File: config.mk
export PLATFORM = sky130hd
export DESIGN_NAME = vga_scanner
export DESIGN_NICKNAME = d
export VERILOG_FILES = /design/src/rtl/vga_scanner.sv
export SDC_FILE = /design/constraint.sdc
export NUM_CORES = 1
export LEC_CHECK = 0
export CAP_MARGIN = 20
export CORE_ASPECT_RATIO = 1.5
export CORE_MARGIN = 2
export CORE_UTILIZATION = 52
export CTS_CLUSTER_DIAMETER = 50
export DETAILED_ROUTE_END_ITERATION = 8
export GPL_ROUTABILITY_DRIVEN = 1
export PLACE_DENSITY_LB_ADDON = 0.3
export RECOVER_POWER = 100
export SLEW_MARGIN = 20
export SYNTH_ARGS = -nofsm -noshare
export SYNTH_HDL_FRONTEND = slang
export SYNTH_SLANG_ARGS = --single-unit
File: constraint.sdc
create_clock -name clock -period 6.5 [get_ports clock]
set_clock_uncertainty 0.05 [all_clocks]
set_input_delay 1.625 -clock clock [delete_from_list [all_inputs] [get_ports clock]]
set_output_delay 1.625 -clock clock [all_outputs]
set_load 0.1 [all_outputs]
File: src/rtl/vga_scanner.sv
// VGA raster scanner: divides the system clock by two into a pixel rate and
// walks (row, col) over the full timing frame, decoding syncs and blanking.
module vga_scanner #(
  parameter int unsigned H_VISIBLE = 640,
  parameter int unsigned H_FRONT   = 16,
  parameter int unsigned H_SYNC    = 96,
  parameter int unsigned H_BACK    = 48,
  parameter int unsigned V_VISIBLE = 480,
  parameter int unsigned V_FRONT   = 10,
  parameter int unsigned V_SYNC    = 2,
  parameter int unsigned V_BACK    = 33
) (
  input  logic       clock,
  input  logic       reset,
  output logic [9:0] row,
  output logic [9:0] col,
  output logic       HS_n,
  output logic       VS_n,
  output logic       blank,
  output logic       pixel_en,
  output logic       frame_end
);

  localparam int unsigned H_TOTAL = H_VISIBLE + H_FRONT + H_SYNC + H_BACK;
  localparam int unsigned V_TOTAL = V_VISIBLE + V_FRONT + V_SYNC + V_BACK;

  // All coordinate compares are done at 10 bits unsigned.
  localparam logic [9:0] H_LAST     = 10'(H_TOTAL - 1);
  localparam logic [9:0] V_LAST     = 10'(V_TOTAL - 1);
  localparam logic [9:0] H_VIS_END  = 10'(H_VISIBLE);
  localparam logic [9:0] V_VIS_END  = 10'(V_VISIBLE);
  localparam logic [9:0] HS_FIRST   = 10'(H_VISIBLE + H_FRONT);
  localparam logic [9:0] HS_LAST    = 10'(H_VISIBLE + H_FRONT + H_SYNC - 1);
  localparam logic [9:0] VS_FIRST   = 10'(V_VISIBLE + V_FRONT);
  localparam logic [9:0] VS_LAST    = 10'(V_VISIBLE + V_FRONT + V_SYNC - 1);

  logic       tick_q, tick_d;
  logic [9:0] col_q, col_d;
  logic [9:0] row_q, row_d;
  logic       col_wrap_s;
  logic       row_wrap_s;

  assign col_wrap_s = (col_q == H_LAST);
  assign row_wrap_s = (row_q == V_LAST);

  // Next-state: coordinates only move on edges where the divider is high.
  always_comb begin
    tick_d = ~tick_q;
    col_d  = col_q;
    row_d  = row_q;
    if (tick_q) begin
      if (col_wrap_s) begin
        col_d = 10'd0;
        if (row_wrap_s) begin
          row_d = 10'd0;
        end else begin
          row_d = row_q + 10'd1;
        end
      end else begin
        col_d = col_q + 10'd1;
      end
    end else begin
      col_d = col_q;
      row_d = row_q;
    end
  end

  // Divider and scan position registers.
  always_ff @(posedge clock or posedge reset) begin
    if (reset) begin
      tick_q <= 1'b0;
      col_q  <= 10'd0;
      row_q  <= 10'd0;
    end else begin
      tick_q <= tick_d;
      col_q  <= col_d;
      row_q  <= row_d;
    end
  end

  assign row       = row_q;
  assign col       = col_q;
  assign pixel_en  = tick_q;

  // Decodes are combinational on the live coordinates so they never lag them.
  assign HS_n      = ~((col_q >= HS_FIRST) && (col_q <= HS_LAST));
  assign VS_n      = ~((row_q >= VS_FIRST) && (row_q <= VS_LAST));
  assign blank     = (col_q >= H_VIS_END) || (row_q >= V_VIS_END);
  assign frame_end = tick_q && col_wrap_s && row_wrap_s;

endmodule

After elaboration in Yosys (flattened, before gate mapping):

Cells that the tools add are included.

* memories kept: 0
* memory bits (writable): 0
* logic and storage cells: 24
* bits in read-only memories: 0
* bits in latches: 0
* input bits: 2
* register bits: 21

* reductions and logical operators: 6
* add/sub/neg operators: 2
* $mul: 0
* order comparisons: 6
* equality and inequality tests: 2
* divide/modulo/power cells: 0
* bitwise gates (word level): 3
* multiplexer cells: 2
* shifts and indexed selects: 0

Operators by type and width (count)
* 10-bit by 1-bit adder with 10-bit output (second input constant): 2
* 10-bit == test (second input constant): 2
* 10-bit greater-or-equal comparator (second input constant): 2
* 10-bit by 9-bit greater-or-equal comparator with 1-bit output (second input constant): 2
* 10-bit two-way mux: 2
* 10-bit less-or-equal comparator (second input constant): 1
* 10-bit by 9-bit less-or-equal comparator with 1-bit output (second input constant): 1
* 1-bit logical AND: 4
* 1-bit NOT: 3
* 2-bit AND reduction: 1
* 1-bit logical OR: 1

Logic depth before layout (Yosys ltp):

* word-level depth: 3
* depth in mapped cells: 6

Worst setup path after synthesis:

Ideal clock, no wire load.

* path kind: register to output
* from: reg col_q[8], in the netlist col[8]
* to: out frame_end
* path buffers: 2
* arrival: 3495 ps
* stages on the path, launching flop included: 6
* required time: 4825 ps
* path slack: 1330 ps
* cell sequence: dfrtp_1 -> or4b_1 -> clkbuf_2 -> or3_1 -> clkbuf_2 -> nor2_1

* longest elaborated chain between the ends: 3

Ends and longest elaborated chain
* from (decl): line 38 `logic [9:0] col_q, col_d;`
* from (signal assigned): line 76 `col_q <= col_d;`
* 10-bit == test: line 43 `assign col_wrap_s = (col_q == H_LAST);`
* 1-bit logical AND (2 in series): line 89 `assign frame_end = tick_q && col_wrap_s && row_wrap_s;`
* to (decl): line 21 `output logic frame_end`

Every way passes these cells.

Final worst setup path:

* from: reg col_q[5], in the netlist col[5]
* to: out frame_end

Same word-level chain as after synthesis.

==> out/results.txt <==
Total congestion overflow - 0
RSZ-0062 raised after global routing - no
Layout cells sized above 1 - 3.546%
Leak - 0.6549 nW
Fmax - 0.1930 GHz
Post-CTS Setup Inserts - 0
Final instance area - 1403 um2
Root buffer cell - clkbuf_4
Full die area - 2530 um2
Register bit total from synthesis - 21
Die height - 60.61 um
Drt first pass iters - 4
Clock slew at reported path FFs - 110 ps
Fill cells - 159
# diodes - 0
PwrDens - 141.2 nW/um2
Final hold vios - 0
Pin count of the biggest net entering global routing - 22
Via count - 922
IO Pins - 27
Placed cell areas - 1381 um2
Nets@finish - 149
Peak supply drop - 0.0001564 V
Initial Util - 54.81%
Final worst-path cycle share - 79.72%
Antenna viol nets, final - 0
Fin. max-slew vios - 0
Worst setup EP type - primary output
Post-CTS resize count - 0
Initial DRC Count - 16
Final setup vio count - 0
Clock Latency Late Sink - 320 ps
Yosys cell types - 30
Status - finished, final reports clean
Crit path max fanout - 7
Number of antenna violations at the first check in global routing - 0
CTS tree - done
Post-route DRC - 0
HP Class - flop to flop
Worst Path Required - 4830 ps
Global-route wire length before repair - 3.912 mm
Slew headroom - 34.09%
Longest Clk Path Bufs - 2
Worst hold margin - 488.7 ps
DR vias/cell - 5.656
Core Box Area - 2027 um2
CP arrival - 3510 ps
Total wire length - 2.384 mm
Syn nets - 122
# hold bufs at CTS - 0
Syn Area/Cell - 9.661 um2
Die width - 41.74 um
Nature of the critical path startpoint - flop
Yosys warnings - 0
Slew @ Worst Pin - 985.3 ps
Number of buffers created by CTS - 3
Synth Instances - 115
Core Util, Final - 69.20%
Final HPWL DP - 1.783 mm
Post-route minimum period - 5182 ps
GPL Wtd Cong - 0.8359
Max-cap violations - 0
Port bufs - 26
CTS HTree Levels - 1
Kind of critical path - flop to primary output
GR Util All Layers - 20.83%
Setup_tns - 0 ps
Routed len/inst - 14.63 um
Mapped Area - 1111 um2
Row count - 20
Clock Sinks - 21
Post-synthesis sequential area ratio - 47.30%
Layout area overhead - 26.24%
Vias in the first global route - 890
-- area by class of cell --
type | count | area (um2) | area share, %
Clock inverter | 1 | 5.005 | 0.3568
Clock buffer | 3 | 22.52 | 1.606
Sequential cell | 21 | 525.5 | 37.47
Inverter | 7 | 26.28 | 1.873
Timing Repair Buffer | 26 | 260.3 | 18.55
Tap cell | 22 | 27.53 | 1.963
Multi-Input combinational cell | 83 | 535.5 | 38.18
-- metrics by stage --
stage	setup WS [ps]	power [mW]	instances
6_report	1318	0.1981	163
5_1_grt	1245	0.2064	163
4_1_cts	1369	0.2009	163
3_3_place_gp	1791	0.1362	159
3_5_place_dp	1744	0.1363	159
2_1_floorplan	1330	0.1351	115
-- flip-flops by register name, indices dropped and copies added, names as in the netlist --
name,count
col,10
row,10
pixel_en,1
-- placed cells by master (no fill, tap or decap), types with 3 or more instances in the layout --
cell type,instances
clkbuf_4,3
dfrtp_1,21
dlygate4sd3_1,26
ha_1,5
inv_1,7
nand2_1,9
nand3_1,11
nand4_1,3
nor2_1,10
nor3_1,4
nor4_1,3
o21ai_0,5
or3_1,3
xnor2_1,9
xor2_1,4
-- critical path: stages (launching register included) --
cell and delay, ps:
dfrtp_1 460, or4b_1 670, or3_1 490, nor2_1 320
dlygate4sd3_1 1250
-- report_power, final --
| part | internal [mW] | total, mW | switching [mW] | leakage [nW] |
|---|---|---|---|---|
| registers | 0.131 | 0.131 | 0 | 0.279 |
| clock network | 0.0231 | 0.0646 | 0.0415 | 0.0177 |
| logic | 0.000434 | 0.00289 | 0.00246 | 0.358 |
-- layer usage --
layer  GRT usage, %  share of wire, %  up-vias
li1               -                 -      453
met1          22.74                41      443
met2          38.39                53       21
met3          2.679               3.4        5
met4          12.90               2.8        0
met5              0                 0        -
-- cell usage after synthesis (all sizes together) --
cell type / count / area share, %
dfrtp: 21 / 47
nand3: 11 / 5.0
nor2: 10 / 3.4
nand2: 9 / 3.0
xnor2: 9 / 7.1
inv: 7 / 2.4
ha: 5 / 5.6
o21ai: 5 / 2.3
clkbuf: 4 / 1.6
nor3: 4 / 1.8
xor2: 4 / 3.2
nand4: 3 / 2.3
nor4: 3 / 1.7
or3: 3 / 1.7
and3: 2 / 1.1
and4: 2 / 1.7
nor3b: 2 / 1.4
nor4b: 2 / 1.6
a21o: 1 / 0.68
a21oi: 1 / 0.45
nand3b: 1 / 0.68
o2111ai: 1 / 0.79
o21bai: 1 / 0.68
o22ai: 1 / 0.56
o31ai: 1 / 0.68
or4: 1 / 0.68
or4b: 1 / 0.90
-- path summary, 6_finish.rpt --
check / start / end / slack, ps / depth (start not counted)
setup / recovery: col[5] / frame_end / 1320 / 4
hold / removal: row[7] / row[7] / 490 / 1
min in group asynchronous: reset / row[1] / 1820 / 2
max in group asynchronous: reset / col[4] / 4090 / 2
setup reg to reg: col[5] / row[9] / 4070 / 4
hold reg to reg: row[7] / row[7] / 490 / 1
-- logic make-up after synthesis --
group,synth area share [%]
simple gates,26.80
flops,47.30
xor+xnor,10.25
compound gates,6.082
buf+inv,3.942
fa+ha+maj,5.631
No activity file was read; power rests on OpenSTA's default activity.
